**src/rtl/id_ex_stage.sv**
```systemverilog
// ============================================================================
// Module   : id_ex_stage
// Purpose  : ID/EX pipeline register with EX/MEM and MEM/WB operand
//            forwarding, load-use stall detection and flush.
//            Optional perf counters enabled by `define ID_EX_PERF_CNT_EN.
// Revision : 1.0 - initial release
// ============================================================================
`default_nettype none

module id_ex_stage #(
    parameter int          XLEN   = 32,
    parameter logic [31:0] NOP_IR = 32'h00000013
) (
    input  logic            iCLK,
    input  logic            iRST_N,
    input  logic            iVALID,
    output logic            oREADY,
    input  logic [31:0]     iIR,
    input  logic [XLEN-1:0] iRS1_DATA,
    input  logic [XLEN-1:0] iRS2_DATA,
    input  logic            iFLUSH,
    input  logic            iEXM_WE,
    input  logic            iEXM_LOAD,
    input  logic [4:0]      iEXM_RD,
    input  logic [XLEN-1:0] iEXM_DATA,
    input  logic            iMWB_WE,
    input  logic [4:0]      iMWB_RD,
    input  logic [XLEN-1:0] iMWB_DATA,
    output logic            oVALID,
    input  logic            iREADY,
    output logic [31:0]     oIR,
    output logic [XLEN-1:0] oALU_IN1,
    output logic [XLEN-1:0] oALU_IN2,
    output logic [31:0]     oSTALL_CNT,
    output logic [31:0]     oISSUE_CNT
);

    logic            r_valid;
    logic [31:0]     r_ir;
    logic [XLEN-1:0] r_aluIn1;
    logic [XLEN-1:0] r_aluIn2;

    logic [4:0]      w_rs1;
    logic [4:0]      w_rs2;
    logic [XLEN-1:0] w_fwd1;
    logic [XLEN-1:0] w_fwd2;
    logic            w_hazard;
    logic            w_ready;
    logic            w_capture;
    logic            w_drain;

    assign w_rs1 = iIR[19:15];
    assign w_rs2 = iIR[24:20];

    // x0 reads as zero; the youngest producer (EX/MEM) wins over MEM/WB.
    function automatic logic [XLEN-1:0] fwdSel(input logic [4:0]      rs,
                                               input logic [XLEN-1:0] rfData);
        logic [XLEN-1:0] sel;
        sel = rfData;
        if (rs == 5'd0)
            sel = '0;
        else if (iEXM_WE && (iEXM_RD == rs))
            sel = iEXM_DATA;
        else if (iMWB_WE && (iMWB_RD == rs))
            sel = iMWB_DATA;
        return sel;
    endfunction

    always_comb begin
        w_fwd1 = fwdSel(w_rs1, iRS1_DATA);
        w_fwd2 = fwdSel(w_rs2, iRS2_DATA);
    end

    assign w_hazard  = iVALID & iEXM_LOAD & iEXM_WE & (iEXM_RD != 5'd0) &
                       ((iEXM_RD == w_rs1) | (iEXM_RD == w_rs2));
    assign w_ready   = (~r_valid | iREADY) & ~w_hazard;
    assign w_capture = iVALID & w_ready & ~iFLUSH;
    assign w_drain   = r_valid & iREADY;

    always_ff @(posedge iCLK or negedge iRST_N) begin
        if (!iRST_N) begin
            r_valid  <= 1'b0;
            r_ir     <= NOP_IR;
            r_aluIn1 <= '0;
            r_aluIn2 <= '0;
        end else if (iFLUSH) begin
            r_valid  <= 1'b0;
            r_ir     <= NOP_IR;
        end else if (w_capture) begin
            r_valid  <= 1'b1;
            r_ir     <= iIR;
            r_aluIn1 <= w_fwd1;
            r_aluIn2 <= w_fwd2;
        end else if (w_drain) begin
            r_valid  <= 1'b0;
            r_ir     <= NOP_IR;
        end
    end

`ifdef ID_EX_PERF_CNT_EN
    logic [31:0] r_stallCnt;
    logic [31:0] r_issueCnt;

    // Flush deliberately leaves the counters alone; only reset clears them.
    always_ff @(posedge iCLK or negedge iRST_N) begin
        if (!iRST_N) begin
            r_stallCnt <= 32'd0;
            r_issueCnt <= 32'd0;
        end else begin
            if (w_hazard)
                r_stallCnt <= r_stallCnt + 32'd1;
            if (w_drain)
                r_issueCnt <= r_issueCnt + 32'd1;
        end
    end

    assign oSTALL_CNT = r_stallCnt;
    assign oISSUE_CNT = r_issueCnt;
`else
    assign oSTALL_CNT = 32'd0;
    assign oISSUE_CNT = 32'd0;
`endif

    assign oREADY   = w_ready;
    assign oVALID   = r_valid;
    assign oIR      = r_ir;
    assign oALU_IN1 = r_aluIn1;
    assign oALU_IN2 = r_aluIn2;

endmodule

`default_nettype wire
```
**config.mk**
```make
export PLATFORM = sky130hd
export DESIGN_NAME = id_ex_stage
export DESIGN_NICKNAME = d
export VERILOG_FILES = /design/src/rtl/id_ex_stage.sv
export SDC_FILE = /design/constraint.sdc
export NUM_CORES = 1
export LEC_CHECK = 0
export CORE_UTILIZATION = 36
export DETAILED_ROUTE_END_ITERATION = 7
export PLACE_DENSITY_LB_ADDON = 0.1
export SYNTH_ARGS = -nofsm -noshare
export SYNTH_HDL_FRONTEND = slang
export SYNTH_SLANG_ARGS = --single-unit
```
**constraint.sdc**
```tcl
create_clock -name iCLK -period 1.3 [get_ports iCLK]
set_input_delay 0.26 -clock iCLK [delete_from_list [all_inputs] [get_ports iCLK]]
set_output_delay 0.26 -clock iCLK [all_outputs]
set_load 0.03 [all_outputs]
```
## After elaboration in Yosys (flattened, before gate mapping)

Cells that the tools add are included.

- Bits in registers: 97
- Input port bits: 178
- Output and inout bits: 162
- Logic and storage cells: 42

- Eq/ne operators: 4
- Muxes and demuxes: 12
- Bitwise logic cells: 13
- Reduce and logical (&&, ||, !) cells: 9

Operators by type and width:

| cell | count |
|---|---|
| 2-to-1 mux 32 bit | 9 |
| equality test 5 bit | 4 |
| zero test 5 bit | 2 |
| bitwise AND 1 bit | 8 |
| nonzero test 5 bit | 1 |
| logical AND 1 bit | 4 |
| 2-to-1 mux 1 bit | 3 |
| NOT 1 bit | 3 |
| nonzero test 3 bit | 1 |
| OR 1 bit | 2 |
| AND reduction 2 bit | 1 |

## Logic depth before layout (Yosys ltp)

Gate-level depths: netlist of run 1.

- Word-level depth: 10
- Mapped depth: 8

## Worst setup path after synthesis of run 1

OpenSTA, ideal clock, no wires.

- Path kind: input to register
- Start point: input iEXM_RD[1]
- End point: register r_aluIn1[0], in the netlist oALU_IN1[0]
- Setup time: 125 ps
- Arrival time: 1842 ps
- Required time: 1175 ps
- Path slack: -666 ps
- Stages on the path: 6
- Path through: or4_1 -> o2111ai_1 -> o2111a_1 -> buf_4 -> buf_4 -> mux2_2

- Longest elaborated chain between the ends: 8

Ends and longest elaborated chain:

| what | line | source |
|---|---|---|
| start: declaration | 24 | `input logic [4:0] iEXM_RD,` |
| equality test 5 bit, or another cell as far along | 62, 75 |  |
| OR 1 bit / bitwise AND 1 bit (equally long branches) | 75, 74 |  |
| bitwise AND 1 bit | 74 | `assign w_hazard = iVALID & iEXM_LOAD & iEXM_WE & (iEXM_RD != 5'd0) &` |
| NOT 1 bit | 76 | `assign w_ready = (~r_valid \| iREADY) & ~w_hazard;` |
| bitwise AND 1 bit | 76 |  |
| bitwise AND 1 bit (2 in series) | 77 | `assign w_capture = iVALID & w_ready & ~iFLUSH;` |
| AND reduction 2 bit (no line) | -- |  |
| end signal: assignment | 92 | `r_aluIn1 <= w_fwd1;` |
| end: declaration | 40 | `logic [XLEN-1:0] r_aluIn1;` |

Several ways; a longest one is shown, not always the timed one.
A chain may end at the register's enable or synchronous reset.

## Worst setup path in the final report of run 1

- Start point: input iEXM_RD[2]
- End point: register r_aluIn1[25], in the netlist oALU_IN1[25]

Same word-level chain as after synthesis.

==> qor.yml, run 1 <==
grt_pass1_vias: 6986
clk_pin_slew_ns: 0.08
finalSetupViolations: 99
yosys_warnings: 0
core-area_sq_mm: 0.01670
viasPerCell: 5.827
grt_max_degree: 34
routed_wl_mm: 27.38
hold_viol: 0
dp_hpwl_mm: 17.82
fin_setup_tns_ns: -47.92
remaining_drc_errors: 0
overflow: 0
h-tree-depth: 3
mappedNetlistArea_sq_mm: 0.006205
synth-adder-area-share: 0
die_w_um: 133.3
ir_drop_uv: 643.3
ys_ff_latch: 97
skew_ns: 0.004861
nNetsFinal: 1151
critPathCaptureType: "register"
cts_tree: "yes"
area_delta_synth_final_pct: 75.44
fin_util: 0.6518
status: "complete, but fails checks"
p_total_uw: 11990
critPathArrivalTime_ns: 2.11
boundaryPins: 340
portBuffers: 275
rsz0062_at_grt: "true"
worst-setup-path-type: "in -> reg"
p_per_area_mw_per_mm2: 1102
cts_root_buf: "clkbuf_16"
slew_violations: 0
synth_enable_flop_cells: 0
synth.area.top_cells: "dfrtp_1 38%, mux2_2 12%, buf_4 8.1%"
fin_cells: 1199
firstDrtPassIters: 6
clk_path_buf_depth: 2
synth_compound_area_frac: 0.2448
syn_area_per_cell_sq_um: 9.620
drive_gt1_frac: 0.3589
dp.cells: 1138
clock_sinks: 97
synth_top_family_by_area: "compound AO/OA/AOI/OAI gates"
synth_top_area_share: 0.3791
synth_async_sr_flop_share: 1.000
synthSimpleGateAreaFrac: 0.08227
final.min_clock_period_ns: 1.867
clk_latency_ns: 0.35
synth.largest_area_cell: "dfrtp_1"
wl_per_cell_um: 22.84
fp.dieArea_sq_mm: 0.01776
maxCapViolCount: 0
ys.flop_type: "dfrtp_1"
start_util: 0.3715
finalCritPeriodShare: 1.436
leakage_uw: 0.004758
grt_pass1_wl_mm: 39.96
antenna_found_initial: 1
drt_iter0_markers: 722
fmax_ghz: 0.5357
die_h_um: 133.3
start_kind: "input port"
gp_congestion: 0.8933
path_max_fanout: 7
nFillCells: 1349
grt_usage: 0.2946
synth_cell_types: 31
fin_ws_ns: -0.5668
synthMuxAreaShare: 0.1162
netlist_top_cells_count: "94 x dfrtp_1, 67 x buf_4"
syn_inst: 645
hold_path.class: "in -> reg"
rows: 47
cp.required_ns: 1.55
numCtsBuffers: 9
ys_seq_area_frac: 0.3918
vias: 6987
yosys.cell_count.top_type: "dfrtp_1"
synth-xor-area-share: 0.02823
antenna_left: 0
violations: "setup timing"
[area by class of cell]
class	count	area (sq um)	area share
well taps	220	275.3	0.02529
clock buffers	9	225.2	0.02069
clock inverters	7	95.09	0.008736
diodes	1	2.502	0.0002299
multi-input cells	469	3729	0.3425
repair buffers	389	4101	0.3768
inverters	7	26.28	0.002414
flip-flops and latches	97	2431	0.2233
[layout by cell type (no fill, tap or decap), drive strengths merged]
| master | count |
|---|---|
| nor2b | 1 |
| mux2 | 64 |
| dlymetal6s2s | 2 |
| diode | 1 |
| buf | 213 |
| clkbuf | 18 |
| a31oi | 64 |
| nand2b | 2 |
| o2111ai | 1 |
| o2111a | 1 |
| o21a | 1 |
| or2 | 3 |
| dfrtp | 94 |
| or3 | 1 |
| nand3 | 36 |
| dlygate4sd2 | 6 |
| xor2 | 1 |
| nand4 | 34 |
| bufinv | 1 |
| and4 | 2 |
| a22oi | 3 |
| dlygate4sd3 | 1 |
| o31ai | 64 |
| clkdlybuf4s50 | 153 |
| nor2 | 4 |
| inv | 11 |
| a22o | 29 |
| o21ai | 65 |
| o22a | 1 |
| nand2 | 5 |
| bufbuf | 1 |
| nor3 | 3 |
| clkdlybuf4s15 | 4 |
| dfstp | 3 |
| xnor2 | 19 |
| conb | 64 |
| clkinv | 2 |
| or4 | 1 |
[timing repair]
action | 4_1_cts | 5_1_grt
setup endpoints to repair | 132 | 117
pin swaps | 28 | 36
resized for setup | 249 | 109
setup buffers | 27 | 14
hold buffers | 1 | 0
endpoints found under the hold margin | 15 | 0
gates cloned | 9 | 7
[sequential cells by signal, indices dropped and copies added, names as in the netlist]
register,count
oALU_IN1,32
oALU_IN2,32
oIR,32
oVALID,1
[where the power goes]
group / switching [uW] / internal (uW) / total, uW
sequential: 367 / 3510 / 3870
combinational: 2710 / 2520 / 5230
clock: 1330 / 1550 / 2890
[per-stage QoR]
stage               area, sq um  hold WS, ns  setup WS [ns]
CTS                       10670       0.3310        -0.6108
global route              10890       0.3205        -0.6055
detailed placement         9597       0.1903         -1.312
floorplan                  6593     -0.03559        -0.5955
finish                    10890       0.3258        -0.5668
global placement           9597       0.1850         -1.282
[metal layers]
layer	track usage	routed length [um]	share of wire
met3	0.07648	2842	0.10
met1	0.3760	10760	0.39
met2	0.4673	12750	0.47
met4	0.1338	1027	0.038
met5	0	0	0
[final timing paths]
kind                            startpoint           end  slack, ns  cells past startpoint
worst max-delay path            iEXM_RD[2]  oALU_IN1[25]      -0.57                      9
worst min-delay path               iIR[24]       oIR[24]       0.33                      3
worst max register to register      oVALID  oALU_IN1[25]      -0.39                      7
worst min register to register      oIR[0]        oIR[0]       0.50                      2
max in group asynchronous           iRST_N        oIR[0]       0.44                      3
min in group asynchronous           iRST_N  oALU_IN2[10]       0.35                      2
[worst max-delay path: stages]
cell	delay (ns)
buf_6	0.10
or4_4	0.54
o2111ai_4	0.21
o2111a_4	0.25
buf_12	0.11
buf_12	0.11
buf_16	0.14
buf_6	0.10
mux2_4	0.28
[logic make-up (layout without fill, tap and decap cells)]
group,Yosys count,in the layout
AOI/OAI and AO/OA,229,229
xor gates and xnor gates,20,20
buffers and inverters,142,412
DFF,97,97
muxes,64,64
other,1,65
and+or+nand+nor,92,92
No activity file was read; power rests on OpenSTA's default activity.
==> run 2, diff against run 1 <==
--- a/config.mk
+++ b/config.mk
@@ -5,6 +5,7 @@
 export SDC_FILE = /design/constraint.sdc
 export NUM_CORES = 1
 export LEC_CHECK = 0
+export CAP_MARGIN = 20
 export CORE_UTILIZATION = 36
 export DETAILED_ROUTE_END_ITERATION = 7
 export PLACE_DENSITY_LB_ADDON = 0.1
==> results of run 2 <==
Same layout as run 1: the final DEF is identical, and so are final timing and power.
==> run 3, diff against run 2 <==
--- a/config.mk
+++ b/config.mk
@@ -6,9 +6,11 @@
 export NUM_CORES = 1
 export LEC_CHECK = 0
 export CAP_MARGIN = 20
-export CORE_UTILIZATION = 36
+export CORE_AREA = 2 2 132 134
 export DETAILED_ROUTE_END_ITERATION = 7
+export DIE_AREA = 0 0 134 136
 export PLACE_DENSITY_LB_ADDON = 0.1
+export SLEW_MARGIN = 20
 export SYNTH_ARGS = -nofsm -noshare
 export SYNTH_HDL_FRONTEND = slang
 export SYNTH_SLANG_ARGS = --single-unit
==> constraint.sdc (replaced) <==
create_clock -name iCLK -period 2.1 [get_ports iCLK]
set_input_delay 0.42 -clock iCLK [delete_from_list [all_inputs] [get_ports iCLK]]
set_output_delay 0.42 -clock iCLK [all_outputs]
set_load 0.03 [all_outputs]
==> run 3 against run 2 <==
  * The flow still finishes with violations (setup timing)
  * First-iteration DRC count decreased by 38%
  * Register-to-register slack improved by 0.78 ns
  * Largest power group unchanged
  * Routed wire length decreased by 8.4%
  * Highest routed layer unchanged
  * Critical endpoint is now oALU_IN1[4]
  * Largest cell class unchanged
  * Critical path type unchanged
==> qor.yml, run 3 (synthesis results as in run 1) <==
fmax_ghz: 0.4734
worst-setup-path-type: "in -> reg"
boundaryPins: 340  # unchanged
clk_path_buf_depth: 2  # unchanged
start_util: 0.3677  # -0.003856
cp.buffers_inverters: 3  # -2
wl_per_cell_um: 21.35  # -6.5%
critPathCaptureType: "register"
slowest_stage: "or4_4"
regArea_sq_mm: 0.002431  # unchanged
diodes: 0  # -1
h-tree-depth: 3  # unchanged
rsz0062_at_grt: "true"
fin_setup_tns_ns: -0.08857  # +47.83 ns
skew_ns: 0.009618  # +0.004757 ns
cts_tree: "yes"
p_per_area_mw_per_mm2: 689.8  # -37%
critPathArrivalTime_ns: 2.34  # +0.23 ns
grt_usage: 0.2527  # -0.04182
hold_viol: 0  # unchanged
crit_end: "oALU_IN1[4]"
crit_start: "iEXM_RD[3]"
core-area_sq_mm: 0.01688  # +1.0%
die_w_um: 134  # +0.54%
drive_gt1_frac: 0.2116  # -0.1473
numCtsBuffers: 9  # unchanged
routed_wl_mm: 25.08  # -8.4%
grt_pass1_vias: 6728  # -3.7%
crit_top_cell: "buf_6"
cp.required_ns: 2.33  # +0.78 ns
clock_sinks: 97  # unchanged
rows: 48  # +2.1%
crit_family: "compound AO/OA/AOI/OAI gates"
firstDrtPassIters: 6  # unchanged
r2r_slack_ns: 0.39  # +0.78 ns
multiInputGateArea_sq_mm: 0.003505  # -6.0%
layout_commonest_cell: "clkdlybuf4s50_1"
clk_latency_ns: 0.35  # about the same
grt_pass1_wl_mm: 35.83  # -10%
leakage_uw: 0.004176  # -12%
finalCritPeriodShare: 1.006
cts_root_buf: "clkbuf_16"
viasPerCell: 5.689  # -2.4%
antenna_left: 0  # unchanged
grt_max_degree: 36  # +5.9%
vias: 6684  # -4.3%
drt_iter0_markers: 447  # -38%
maxCapViolCount: 0  # unchanged
overflow: 0  # unchanged
gp_congestion: 0.9554  # +7.0%
ir_drop_uv: 425.4  # -34%
path_cells: "buf_6 -> or4_4 -> o2111ai_4 -> buf_6 -> o2111a_4 -> clkbuf_16 -> mux2_4"
clk_pin_slew_ns: 0.08  # about the same
area_delta_synth_final_pct: 63.74
dp.cells: 1146  # +0.70%
slew_violations: 0  # unchanged
layout_common_cells: "258 x clkdlybuf4s50_1, 94 x dfrtp_1"
fin_ws_ns: -0.01240  # +0.5544 ns
remaining_drc_errors: 0  # unchanged
die_h_um: 136  # +2.0%
hold_path.class: "in -> async"
p_total_uw: 7009  # -42%
fp.dieArea_sq_mm: 0.01822  # +2.6%
r2r_cells: 4  # -3
violations: "setup timing"
slowest_delay_ns: 0.54  # about the same
r2r-start: "oVALID"
path_max_fanout: 7  # unchanged
antenna_found_initial: 0  # -1
nNetsFinal: 1123  # -2.4%
start_kind: "input port"
final.min_clock_period_ns: 2.112
fin_cells: 1175  # -2.0%
nFillCells: 1428  # +5.9%
status: "complete, but fails checks"
portBuffers: 275  # unchanged
path_depth: 7  # -2
r2r-end: "oALU_IN1[4]"
fin_util: 0.6020  # -0.04977
finalSetupViolations: 18  # -82%
dp_hpwl_mm: 18.11  # +1.6%
run 3: worst min-delay path by stage:
stage	from	end	slack, ns	cells past startpoint
after detailed placement	iRST_N	oALU_IN1[24]	0.39	1
after global routing	iRST_N	oALU_IN1[24]	0.02	1
after CTS	iRST_N	oALU_IN1[24]	0.01	1
after floorplan	iRST_N	oALU_IN1[0]	0.12	0
after global placement	iRST_N	oALU_IN1[24]	0.38	1
final	iRST_N	oALU_IN1[24]	0.003	1
run 3: layout make-up:
type / count / area share
timing repair buffer: 360 / 0.3562
clock buffer: 9 / 0.02217
clock inverter: 7 / 0.007143
multi-input combinational: 470 / 0.3450
sequential: 97 / 0.2393
inverter: 7 / 0.002586
tap: 225 / 0.02771
run 3: repair_timing:
item / CTS / global route
cloned: 0 / 7
buffers inserted: 6 / 1
pin swaps: 8 / 8
hold buffers: 0 / 0
setup endpoints to repair: 98 / 60
gates resized for setup: 36 / 66
run 3: through the flow:
step                      hold slack, ns  area, sq um  worst slack (ns)
after floorplan                   0.1244         6451         0.0004114
after global placement            0.3843         9412           -0.5744
after detailed placement          0.3910         9412           -0.6278
after CTS                        0.01198         9794          0.003883
after global routing             0.02007        10160          -0.04430
final                           0.003033        10160          -0.01240
run 3: per-layer routing:
metal | vias to the layer above | global-route usage | routed length [um]
li1 | 2931 | - | -
met1 | 3206 | 0.3065 | 9620
met2 | 473 | 0.4234 | 12120
met4 | 0 | 0.1188 | 852
met5 | - | 0 | 0
met3 | 74 | 0.06264 | 2491
run 3: power breakdown:
group          leakage, uW  switching [uW]  internal [uW]
combinational      0.00284            1580           1410
clock             0.000143             804            840
sequential         0.00119             201           2170
